<file path="config.mk">
export PLATFORM = sky130hd
export DESIGN_NAME = paddle_ai
export DESIGN_NICKNAME = d
export VERILOG_FILES = /design/src/rtl/paddle_ai.sv
export SDC_FILE = /design/constraint.sdc
export NUM_CORES = 1
export LEC_CHECK = 0
export ABC_AREA = 0
export CAP_MARGIN = 20
export CELL_PAD_IN_SITES_DETAIL_PLACEMENT = 0
export CELL_PAD_IN_SITES_GLOBAL_PLACEMENT = 2
export CORE_MARGIN = 3
export CORE_UTILIZATION = 35
export DETAILED_ROUTE_END_ITERATION = 7
export GPL_TIMING_DRIVEN = 0
export PLACE_DENSITY_LB_ADDON = 0.12
export SETUP_SLACK_MARGIN = 0.05
export SKIP_LAST_GASP = 1
export SYNTH_ARGS = -nofsm -noshare
export SYNTH_HDL_FRONTEND = slang
export SYNTH_SLANG_ARGS = --single-unit
</file>
<file path="constraint.sdc">
create_clock -name clk_i -period 5.05 [get_ports clk_i]
set_input_delay 1.01 -clock clk_i [delete_from_list [all_inputs] [get_ports clk_i]]
set_output_delay 1.01 -clock clk_i [all_outputs]
set_load 0.01 [all_outputs]
</file>
<file path="src/rtl/paddle_ai.sv">
// Computer-controlled paddle: watches ball_x history to detect approach, waits a reaction delay,
// then tracks ball_y at bounded speed. Optional manual override via `define PADDLE_AI_MANUAL_EN.
module paddle_ai #(
    parameter int SIDE        = 0,
    parameter int MIN_POS     = 0,
    parameter int MAX_POS     = 320,
    parameter int PADDLE_LEN  = 32,
    parameter int BALL_SIZE   = 4,
    parameter int SPEED       = 2,
    parameter int REACT_TICKS = 3
) (
    input  logic       clk_i,
    input  logic       rst_ni,
    input  logic       move_tick_i,
    input  logic [7:0] ball_x_i,
    input  logic [8:0] ball_y_i,
`ifdef PADDLE_AI_MANUAL_EN
    input  logic       manual_i,
    input  logic       btn_up_i,
    input  logic       btn_down_i,
`endif
    output logic [8:0] paddle_pos_o,
    output logic       tracking_o
);

    localparam int CENTRE = MIN_POS + (MAX_POS - MIN_POS - PADDLE_LEN) / 2;
    localparam int TOP    = MAX_POS - PADDLE_LEN;

    localparam logic signed [10:0] LO_S     = 11'(MIN_POS);
    localparam logic signed [10:0] HI_S     = 11'(TOP);
    localparam logic signed [10:0] SPEED_S  = 11'(SPEED);
    localparam logic signed [10:0] CENTRE_S = 11'(CENTRE);
    localparam logic signed [10:0] OFFSET_S = 11'(BALL_SIZE / 2 - PADDLE_LEN / 2);
    localparam logic [8:0]         CENTRE_U = 9'(CENTRE);
    localparam logic [7:0]         REACT_C  = 8'(REACT_TICKS);

    typedef enum logic [1:0] {
        ST_IDLE,
        ST_RECENTRE,
        ST_WAIT,
        ST_TRACK
    } state_t;

    state_t     state_q;
    logic [8:0] paddle_q;
    logic [7:0] prev_x_q;
    logic [7:0] cnt_q;
    logic       tracking_q;

    logic                approach;
    logic                recede;
    logic signed [10:0]  target_s;
    logic [8:0]          centre_step;
    logic [8:0]          track_step;

    function automatic logic signed [10:0] clamp_pos(input logic signed [10:0] v);
        if (v < LO_S) return LO_S;
        if (v > HI_S) return HI_S;
        return v;
    endfunction

    // Move at most SPEED toward tgt, landing exactly on it when close enough.
    function automatic logic [8:0] step_to(input logic [8:0] pos, input logic signed [10:0] tgt);
        logic signed [10:0] p;
        logic signed [10:0] d;
        logic signed [10:0] r;
        p = signed'({2'b00, pos});
        d = tgt - p;
        if (d > SPEED_S)       r = p + SPEED_S;
        else if (d < -SPEED_S) r = p - SPEED_S;
        else                   r = tgt;
        r = clamp_pos(r);
        return r[8:0];
    endfunction

    always_comb begin
        approach    = (SIDE != 0) ? (ball_x_i > prev_x_q) : (ball_x_i < prev_x_q);
        recede      = (SIDE != 0) ? (ball_x_i < prev_x_q) : (ball_x_i > prev_x_q);
        target_s    = clamp_pos(signed'({2'b00, ball_y_i}) + OFFSET_S);
        centre_step = step_to(paddle_q, CENTRE_S);
        track_step  = step_to(paddle_q, target_s);
    end

`ifdef PADDLE_AI_MANUAL_EN
    logic [8:0] manual_step;

    always_comb begin
        logic signed [10:0] p;
        logic signed [10:0] r;
        p = signed'({2'b00, paddle_q});
        r = p;
        if (btn_up_i && !btn_down_i)      r = p - SPEED_S;
        else if (btn_down_i && !btn_up_i) r = p + SPEED_S;
        r = clamp_pos(r);
        manual_step = r[8:0];
    end
`endif

    always_ff @(posedge clk_i or negedge rst_ni) begin
        if (!rst_ni) begin
            state_q    <= ST_IDLE;
            paddle_q   <= CENTRE_U;
            prev_x_q   <= 8'd0;
            cnt_q      <= 8'd0;
            tracking_q <= 1'b0;
        end else if (move_tick_i) begin
            prev_x_q <= ball_x_i;
`ifdef PADDLE_AI_MANUAL_EN
            if (manual_i) begin
                state_q    <= ST_RECENTRE;
                tracking_q <= 1'b0;
                paddle_q   <= manual_step;
            end else begin
`else
            begin
`endif
                case (state_q)
                    ST_IDLE: state_q <= ST_RECENTRE;
                    ST_RECENTRE: begin
                        paddle_q <= centre_step;
                        if (approach) begin
                            if (REACT_TICKS == 0) begin
                                state_q    <= ST_TRACK;
                                tracking_q <= 1'b1;
                            end else begin
                                state_q <= ST_WAIT;
                                cnt_q   <= REACT_C;
                            end
                        end
                    end
                    ST_WAIT: begin
                        if (recede) begin
                            state_q <= ST_RECENTRE;
                            cnt_q   <= 8'd0;
                        end else if (cnt_q <= 8'd1) begin
                            state_q    <= ST_TRACK;
                            tracking_q <= 1'b1;
                            cnt_q      <= 8'd0;
                        end else begin
                            cnt_q <= cnt_q - 8'd1;
                        end
                    end
                    ST_TRACK: begin
                        paddle_q <= track_step;
                        if (recede) begin
                            state_q    <= ST_RECENTRE;
                            tracking_q <= 1'b0;
                        end
                    end
                    default: begin
                        state_q    <= ST_IDLE;
                        tracking_q <= 1'b0;
                    end
                endcase
            end
        end
    end

    assign paddle_pos_o = paddle_q;
    assign tracking_o   = tracking_q;

endmodule
</file>
==> flow_summary.json, run 1 <==
{
  "avgRoutedWirePerCell_um": 16.7,
  "worst_slack_ns": -0.117,
  "die_h_um": 105,
  "synth-seq-area-share_pct": 20.7,
  "n_antenna_cell": 0,
  "holdCritPathClass": "register to register",
  "row_count": 35,
  "seqCellArea_um2": 703,
  "hold_depth": 2,
  "final_core_util_pct": 49.4,
  "cts_buffers": 3,
  "hold_buffers": 0,
  "total_power_w": 0.00250,
  "rsz0062_at_grt": "yes",
  "drv_cap": 0,
  "cp_slowest_stage_delay_ns": 0.41,
  "viasPerCell": 5.53,
  "yosys_most_used_dff": "dfrtp_1",
  "slowest_stage": "or3_4",
  "r2r_slack_ns": 0.71,
  "drt_pass1_iterations": 4,
  "syn_to_final_growth_pct": 35.7,
  "crit_type": "primary input to register",
  "finalSetupViolations": 7,
  "slew_headroom_pct": 37.3,
  "power_density_nw_per_um2": 541,
  "ios": 30,
  "critical_path_required_ns": 5.27,
  "ant_nets": 0,
  "ff2ff_path_depth": 17,
  "clock_latency_ns": 0.29,
  "netlist_area_um2": 3400,
  "port_buffers": 26,
  "stdcell_area_um2": 4610,
  "cts_root_buf": "clkbuf_8",
  "synth_warnings": 0,
  "vias": 3552,
  "drtIter0Drc": 210,
  "grt_usage_pct": 19.2,
  "pre_cts_ws_ns": -1.62,
  "core_um2": 9330,
  "dp.final_hpwl_um": 7830,
  "synth_cell_types": 72,
  "ir_drop_uv": 229,
  "placed_area_um2": 3920,
  "critPathLaunchType": "primary input",
  "final_cell_mix": "36 x nor2_1, 35 x inv_1, 33 x buf_4",
  "violations": "setup timing",
  "fin_skew_ns": 0.0147,
  "crit_path_end_kind": "register",
  "avgSynthCellArea_um2": 7.64,
  "synthesis.instances": 445,
  "tightest_slew_ns": 0.933,
  "hp-start": "tracking_o",
  "grt_pass1_vias": 3471,
  "htree_levels": 1,
  "synth_seq_cells": 28,
  "hold_end": "tracking_o",
  "cts.sinks": 28,
  "critPathArrivalTime_ns": 5.38,
  "clk_path_buf_depth": 2,
  "grt_antenna_before_repair": 0,
  "start_util_pct": 36.4,
  "max_freq_mhz": 194,
  "timing.rr.end": "paddle_pos_o[4]",
  "setup_tns_ns": -0.560,
  "grt_pass1_wl_um": 17500,
  "min_period_over_period_pct": 102,
  "n_fill_cell": 955,
  "critPathMaxFanout": 7,
  "drt_wl_total_um": 10700,
  "slew_viol_final": 0,
  "multi_input_area_um2": 2840,
  "cts_tree": "built",
  "overflow": 0,
  "routabilityCongestion": 0.866,
  "final_common_cell": "nor2_1",
  "drc": 0,
  "async_flop_share_pct": 100,
  "finalHoldViolCount": 0,
  "syn-num-nets": 494,
  "clk_pin_slew_worst_paths_ns": 0.11,
  "die-area_um2": 10900,
  "post-route-min-period_ns": 5.17,
  "status": "finished, violations left",
  "leakage_nw": 1.89,
  "grt_max_degree": 18,
  "drive_above_1_share_pct": 23.0,
  "die_x_um": 105,
  "fin_nets": 563,
  "rr_startpoint": "paddle_pos_o[4]",
  "synth_edf_count": 0
}
[cells by family (layout without fill, tap and decap cells)]
kind of cell / after synthesis / count (layout) / synth area share [%]
muxes: 6 / 6 / 1.88
buffers and inverters: 55 / 123 / 6.29
and+or+nand+nor: 155 / 155 / 22.7
adders and majority gates: 29 / 29 / 10.9
xor gates and xnor gates: 28 / 28 / 7.21
DFF: 28 / 28 / 20.7
AOI/OAI and AO/OA: 144 / 144 / 30.3
[repair_timing]
| item | in CTS | in global routing |
|---|---|---|
| cloned | 0 | 1 |
| pin swaps | 23 | 24 |
| endpoints found under the setup margin | 9 | 9 |
| gates resized for setup | 63 | 32 |
| setup buffers | 24 | 13 |
[state kept, by name (all words and copies together) (netlist names)]
register / count
paddle_pos_o: 9
tracking_o: 1
prev_x_q: 8
state_q: 2
cnt_q: 8
[critical path: cells and delay by family]
kind	cells	cell delay [ns]
AOI/OAI and AO/OA	11	1.96
muxes	1	0.09
adders and majority gates	3	0.69
buffers and inverters	6	0.60
and+or+nand+nor	5	1.04
[layout make-up]
cell class                 count  area share, %
clock inverter                 1          0.651
inverter                      38           3.15
multi-input combinational    362           61.5
buffer                        16           1.71
tap                          129           3.50
timing repair buffer          65           13.3
clock buffer                   3          0.895
sequential                    28           15.2
[metrics by stage]
step | std cells | hold slack (ns)
global route | 642 | 0.543
finish | 642 | 0.510
floorplan | 445 | 0.485
global placement | 600 | 0.491
detailed placement | 601 | 0.495
CTS | 628 | 0.517
[per-layer routing]
layer	GRT usage (%)	routed length, um	up-vias
li1	-	-	1769
met1	27.2	5240	1697
met2	31.6	4980	74
met3	2.16	416	12
met4	3.89	101	0
met5	0	0	-
[how the worst max path moves through the flow]
stage / start / slack, ns / endpoint / depth (start not counted)
6_report: ball_y_i[1] / -0.12 / paddle_pos_o[4] / 26
2_1_floorplan: ball_y_i[1] / -0.18 / paddle_pos_o[6] / 23
5_1_grt: ball_y_i[2] / -0.27 / paddle_pos_o[4] / 26
3_5_place_dp: ball_y_i[1] / -1.62 / paddle_pos_o[6] / 24
4_1_cts: ball_y_i[2] / -0.11 / paddle_pos_o[6] / 24
3_3_place_gp: ball_y_i[1] / -1.60 / paddle_pos_o[6] / 24
[power breakdown]
part	switching [W]	internal, W	total [W]
clock	0.0000774	0.000106	0.000184
combinational	0.00112	0.000860	0.00198
sequential	0.0000492	0.000281	0.000331
[synth_stat cells, types with 4 or more instances]
library cell  count  share of area (%)
a21oi_1          28                4.1
o21ai_0          30                4.4
clkbuf_1         16                1.8
a211oi_1          4               0.88
xnor2_1          17                4.4
o21a_1           13                2.9
a22oi_1           4               0.88
xor2_1           11                2.8
and2_1            6                1.1
inv_1            37                4.1
or3_1             7                1.3
nor4_1            5               0.92
nor2_1           41                4.5
nand4_1           7                1.3
and3_1            5               0.92
nor3_1           10                1.5
nand2_1          33                3.6
or2_2             4               0.74
dfrtp_1          26                 19
ha_1             28                 10
o211ai_1          6                1.3
nand3_1          18                2.7
nor2b_1           5               0.92
a31oi_1           5               0.92
(Power assumes the default switching activity.)
==> run 2, diff against run 1 <==
- CORE_UTILIZATION: 35 -> 31
- REMOVE_ABC_BUFFERS: default -> 1
- clock period: 5.05 -> 4.5 ns (I/O delays scaled with it)
==> flow_summary.json, run 2 (synthesized netlist as in run 1, its figures left out) <==
{
  "port_buffers": 29,
  "final_core_util_pct": 43.0,
  "syn_to_final_growth_pct": 32.9,
  "cp_common_cell": "buf_4",
  "crit_path_end_kind": "register",
  "setup_tns_ns": -4.28,
  "drv_cap": 0,
  "worst_slack_ns": -0.536,
  "cts_tree": "built",
  "critPathMaxFanout": 5,
  "status": "finished, violations left",
  "clock_latency_ns": 0.28,
  "cts.sinks": 28,
  "rsz0062_at_grt": "yes",
  "critical_path_required_ns": 4.67,
  "hold_buffers": 0,
  "drt_pass1_iterations": 4,
  "drt_wl_total_um": 10800,
  "viasPerCell": 5.50,
  "die-area_um2": 12300,
  "drive_above_1_share_pct": 23.4,
  "overflow": 0,
  "dp.final_hpwl_um": 7810,
  "largest_reg_flops": 9,
  "slew_viol_final": 0,
  "final_common_cell": "nor2_1",
  "cp_slowest_stage_delay_ns": 0.38,
  "fin_nets": 546,
  "clk_pin_slew_worst_paths_ns": 0.11,
  "row_count": 37,
  "ir_drop_uv": 267,
  "die_x_um": 111,
  "clk_path_buf_depth": 2,
  "vias": 3473,
  "drtIter0Drc": 159,
  "die_h_um": 111,
  "ios": 30,
  "grt_max_degree": 29,
  "cts_root_buf": "clkbuf_8",
  "ant_nets": 0,
  "grt_pass1_wl_um": 17800,
  "pre_cts_ws_ns": -2.27,
  "final_cell_mix": "37 x nor2_1, 35 x inv_1, 32 x nand2_1",
  "avgRoutedWirePerCell_um": 17.2,
  "grt_pass1_vias": 3337,
  "crit_type": "primary input to register",
  "grt_usage_pct": 17.3,
  "routabilityCongestion": 0.820,
  "drc": 0,
  "htree_levels": 1,
  "fin_skew_ns": 0.00570,
  "slowest_stage": "fa_2",
  "critPathArrivalTime_ns": 5.20,
  "power_density_nw_per_um2": 631,
  "violations": "setup timing",
  "grt_antenna_before_repair": 0,
  "tightest_slew_ns": 0.740,
  "core_um2": 10500,
  "hold-worst-slack_ns": 0.519,
  "finalHoldViolCount": 0,
  "n_antenna_cell": 0,
  "slew_headroom_pct": 50.4,
  "min_period_over_period_pct": 112,
  "max_freq_mhz": 199,
  "leakage_nw": 1.84,
  "cts_buffers": 3,
  "post-route-min-period_ns": 5.04,
  "holdCritPathClass": "register to register",
  "finalSetupViolations": 9,
  "start_util_pct": 32.3,
  "critPathLaunchType": "primary input"
}
[run 2: cell types whose count changed in the layout (fill, tap and decap cells not counted), sizes merged]
cell / previous run / this run
clkbuf: 16 / 4
buf: 45 / 40
bufinv: 1 / 0
clkdlybuf4s15: 1 / 0
dlygate4sd2: 2 / 3
o2111a: 2 / 3
[run 2: worst paths after layout]
check	cells after the start	slack, ns	endpoint	startpoint
worst max-delay path	25	-0.54	paddle_pos_o[6]	ball_y_i[1]
worst min-delay path	2	0.52	tracking_o	tracking_o
worst max register to register	15	0.46	paddle_pos_o[6]	paddle_pos_o[5]
worst min register to register	2	0.52	tracking_o	tracking_o
max in group asynchronous	1	3.42	prev_x_q[0]	rst_ni
min in group asynchronous	1	0.64	cnt_q[4]	rst_ni
[run 2: power by group]
group          total (W)  switching, W  internal, W
clock network   0.000164     0.0000858    0.0000785
logic            0.00226       0.00124      0.00102
registers       0.000429      0.000114     0.000315
[run 2: final cells by class]
cell class                 count  area [um^2]
clock buffer                   4         55.1
fill                        1064         5990
inverter                      38          145
multi-input combinational    363         2890
sequential                    28          703
tap                          136          170
timing repair buffer          63          559
[run 2: timing repair]
item	4_1_cts	5_1_grt
gates resized for setup	91	28
setup endpoints to repair	9	9
pin swaps	35	27
buffers inserted	22	11
gates cloned	1	0
[run 2: stage by stage]
| stage | cells | cell area, um^2 | power [W] |
|---|---|---|---|
| after CTS | 621 | 4320 | 0.00265 |
| after global placement | 593 | 3790 | 0.00213 |
| after detailed placement | 594 | 3790 | 0.00211 |
| after global routing | 632 | 4520 | 0.00310 |
| final | 632 | 4520 | 0.00285 |
| after floorplan | 428 | 3330 | 0.00165 |
[run 2: per-layer routing]
layer | up-vias | global-route usage [%] | part of all wire (%)
met5 | - | 0 | 0
met4 | 0 | 2.46 | 0.81
met3 | 7 | 2.02 | 3.6
met2 | 62 | 27.8 | 45
met1 | 1664 | 25.4 | 51
li1 | 1740 | - | -
[run 2: worst max-delay path, delay by kind of cell]
family                     cells  cell delay, ns
AOI/OAI and AO/OA             10            2.16
xor gates and xnor gates       1            0.10
buffers and inverters          6            0.66
and+or+nand+nor                5            0.67
adders and majority gates      3            0.68
==> run 3, diff against run 2 <==
- ABC_AREA: 0 -> 1
- CORE_UTILIZATION: 31 -> 29
- GPL_TIMING_DRIVEN: 0 -> 1
==> flow_summary.json, run 3 <==
{
  "slew_headroom_pct": 53.9,
  "crit_path_end_kind": "register",
  "drt_pass1_iterations": 4,
  "seqPwrFrac_pct": 15.8,
  "final_core_util_pct": 40.4,
  "die_x_um": 115,
  "row_count": 39,
  "critical_path_required_ns": 4.66,
  "drt_wl_total_um": 10500,
  "yosysTopAreaCell": "dfrtp_1",
  "n_fill_cell": 1276,
  "port_buffers": 29,
  "start_util_pct": 30.0,
  "synth_seq_cells": 28,
  "netlist_area_um2": 3470,
  "fin_skew_ns": 0.00725,
  "internal_power_w": 0.00147,
  "ir_drop_uv": 224,
  "leakage_nw": 2.46,
  "n_antenna_cell": 0,
  "synth_warnings": 0,
  "netlist_top_cells_count": "168 x nand2_1, 88 x inv_1, 58 x nor2_1, 55 x nand3_1, 28 x ha_1",
  "clock_latency_ns": 0.27,
  "grt_antenna_before_repair": 0,
  "final_common_cell": "nand2_1",
  "clkPwrFrac_pct": 8.7,
  "critPathArrivalTime_ns": 4.34,
  "netlist.area_leader.share_pct": 18.7,
  "placed_area_um2": 4260,
  "routed.top_layer": "met4",
  "core_um2": 11600,
  "die-area_um2": 13300,
  "worst_slack_ns": 0.321,
  "drtIter0Drc": 156,
  "overflow": 0,
  "finalHoldViolCount": 0,
  "grt_usage_pct": 16.4,
  "seqCellArea_um2": 703,
  "drv_cap": 0,
  "yosysMostFrequentCell": "nand2_1",
  "pre_cts_ws_ns": -0.448,
  "crit_type": "primary input to register",
  "swShare_pct": 52.1,
  "multi_input_area_um2": 2590,
  "min_period_over_period_pct": 92.9,
  "syn_to_final_growth_pct": 34.6,
  "rsz0062_at_grt": "no",
  "max_freq_mhz": 239,
  "power_frac_comb_pct": 75.5,
  "met1Wirelength_um": 5050,
  "status": "finished, final reports clean",
  "viasPerCell": 4.75,
  "tightest_slew_ns": 0.691,
  "async_flop_share_pct": 100,
  "synth-seq-area-share_pct": 20.3,
  "avgSynthCellArea_um2": 6.13,
  "vias": 3744,
  "stdcell_area_um2": 4670,
  "synth_edf_count": 0,
  "grt_pass1_vias": 3637,
  "cts.sinks": 28,
  "post-route-min-period_ns": 4.18,
  "largest_reg_flops": 9,
  "synthesis.instances": 566,
  "avgRoutedWirePerCell_um": 13.3,
  "cts_root_buf": "clkbuf_16",
  "clk_pin_slew_worst_paths_ns": 0.07,
  "slew_viol_final": 0,
  "drive_above_1_share_pct": 23.6,
  "slowest_stage": "ha_2",
  "cts_tree": "built",
  "dr_wl_met3_um": 428,
  "ios": 30,
  "met2_length_um": 4840,
  "power_density_nw_per_um2": 656,
  "grt_max_degree": 24,
  "switchingPower_w": 0.00160,
  "cp_slowest_stage_delay_ns": 0.29,
  "die_h_um": 115,
  "dp.final_hpwl_um": 8560,
  "routabilityCongestion": 0.830,
  "critPathMaxFanout": 8,
  "ant_nets": 0,
  "hold_buffers": 0,
  "finalSetupViolations": 0,
  "final_cell_mix": "147 x nand2_1, 83 x inv_1, 50 x nor2_1, 50 x buf_4, 48 x nand3_1",
  "holdCritPathClass": "register to register",
  "critPathLaunchType": "primary input",
  "htree_levels": 1,
  "clk_path_buf_depth": 2,
  "cts_buffers": 3,
  "cp_common_cell": "nand2_1",
  "yosys_most_used_dff": "dfrtp_1",
  "drc": 0,
  "grt_pass1_wl_um": 17700,
  "synth_cell_types": 41,
  "fin_nets": 695,
  "synthTopCellsByArea": "dfrtp_1 19%, nand2_1 18%, ha_1 10%, inv_1 9.5%, nand3_1 7.9%"
}
## run 3: what timing repair did
action / in CTS / in global routing
setup buffers: 5 / 0
gates cloned: 0 / 1
endpoints found under the setup margin: 9 / 9
pin swaps: 10 / 25
resized for setup: 22 / 56
## run 3: power groups by stage
stage	clock network, W	logic [W]	registers (W)
after floorplan	0	0.00136	0.000463
final	0.000266	0.00231	0.000485
after global routing	0.000287	0.00261	0.000499
after detailed placement	0	0.00209	0.000491
after global placement	0	0.00210	0.000494
after CTS	0.000278	0.00217	0.000488
## run 3: worst paths after layout
kind,start,slack [ns],cells past startpoint,endpoint
max in group asynchronous,rst_ni,3.11,3,prev_x_q[0]
worst max register to register,paddle_pos_o[1],1.33,20,paddle_pos_o[5]
worst min register to register,cnt_q[7],0.49,1,cnt_q[7]
worst min-delay path,cnt_q[7],0.49,1,cnt_q[7]
min in group asynchronous,rst_ni,0.83,1,paddle_pos_o[2]
worst max-delay path,ball_y_i[1],0.32,33,paddle_pos_o[5]
## run 3: area by class of cell
type | instances | area share, %
sequential | 28 | 15.1
tap | 143 | 3.83
clock inverter | 1 | 0.643
multi-input combinational | 437 | 55.5
timing repair buffer | 84 | 16.0
inverter | 92 | 7.39
clock buffer | 3 | 1.61
## run 3: through the flow
stage | setup TNS [ns] | total power [W] | std cells | hold WS [ns]
2_1_floorplan | 0 | 0.00182 | 556 | 0.434
3_3_place_gp | -3.72 | 0.00259 | 777 | 0.467
3_5_place_dp | -3.72 | 0.00258 | 777 | 0.465
4_1_cts | 0 | 0.00294 | 786 | 0.484
5_1_grt | 0 | 0.00340 | 788 | 0.532
6_report | 0 | 0.00307 | 788 | 0.487
## run 3: cell families after synthesis
logic type	Yosys count	synth area share, %
adders and majority gates	29	10.7
xor gates and xnor gates	18	4.54
and+or+nand+nor	332	42.9
AOI/OAI and AO/OA	57	9.87
DFF	28	20.3
buffers and inverters	102	11.8
## run 3: per-layer routing
metal / vias to the layer above / GRT usage (%)
met5: - / 0
met4: 0 / 4.62
met3: 14 / 1.57
met2: 68 / 26.7
met1: 1699 / 23.2
li1: 1963 / -
## run 3: worst max-delay path, delay by kind of cell
| kind | cells | cell delay [ns] |
|---|---|---|
| AOI/OAI and AO/OA | 3 | 0.33 |
| adders and majority gates | 3 | 0.72 |
| buffers and inverters | 4 | 0.43 |
| and+or+nand+nor | 23 | 1.96 |
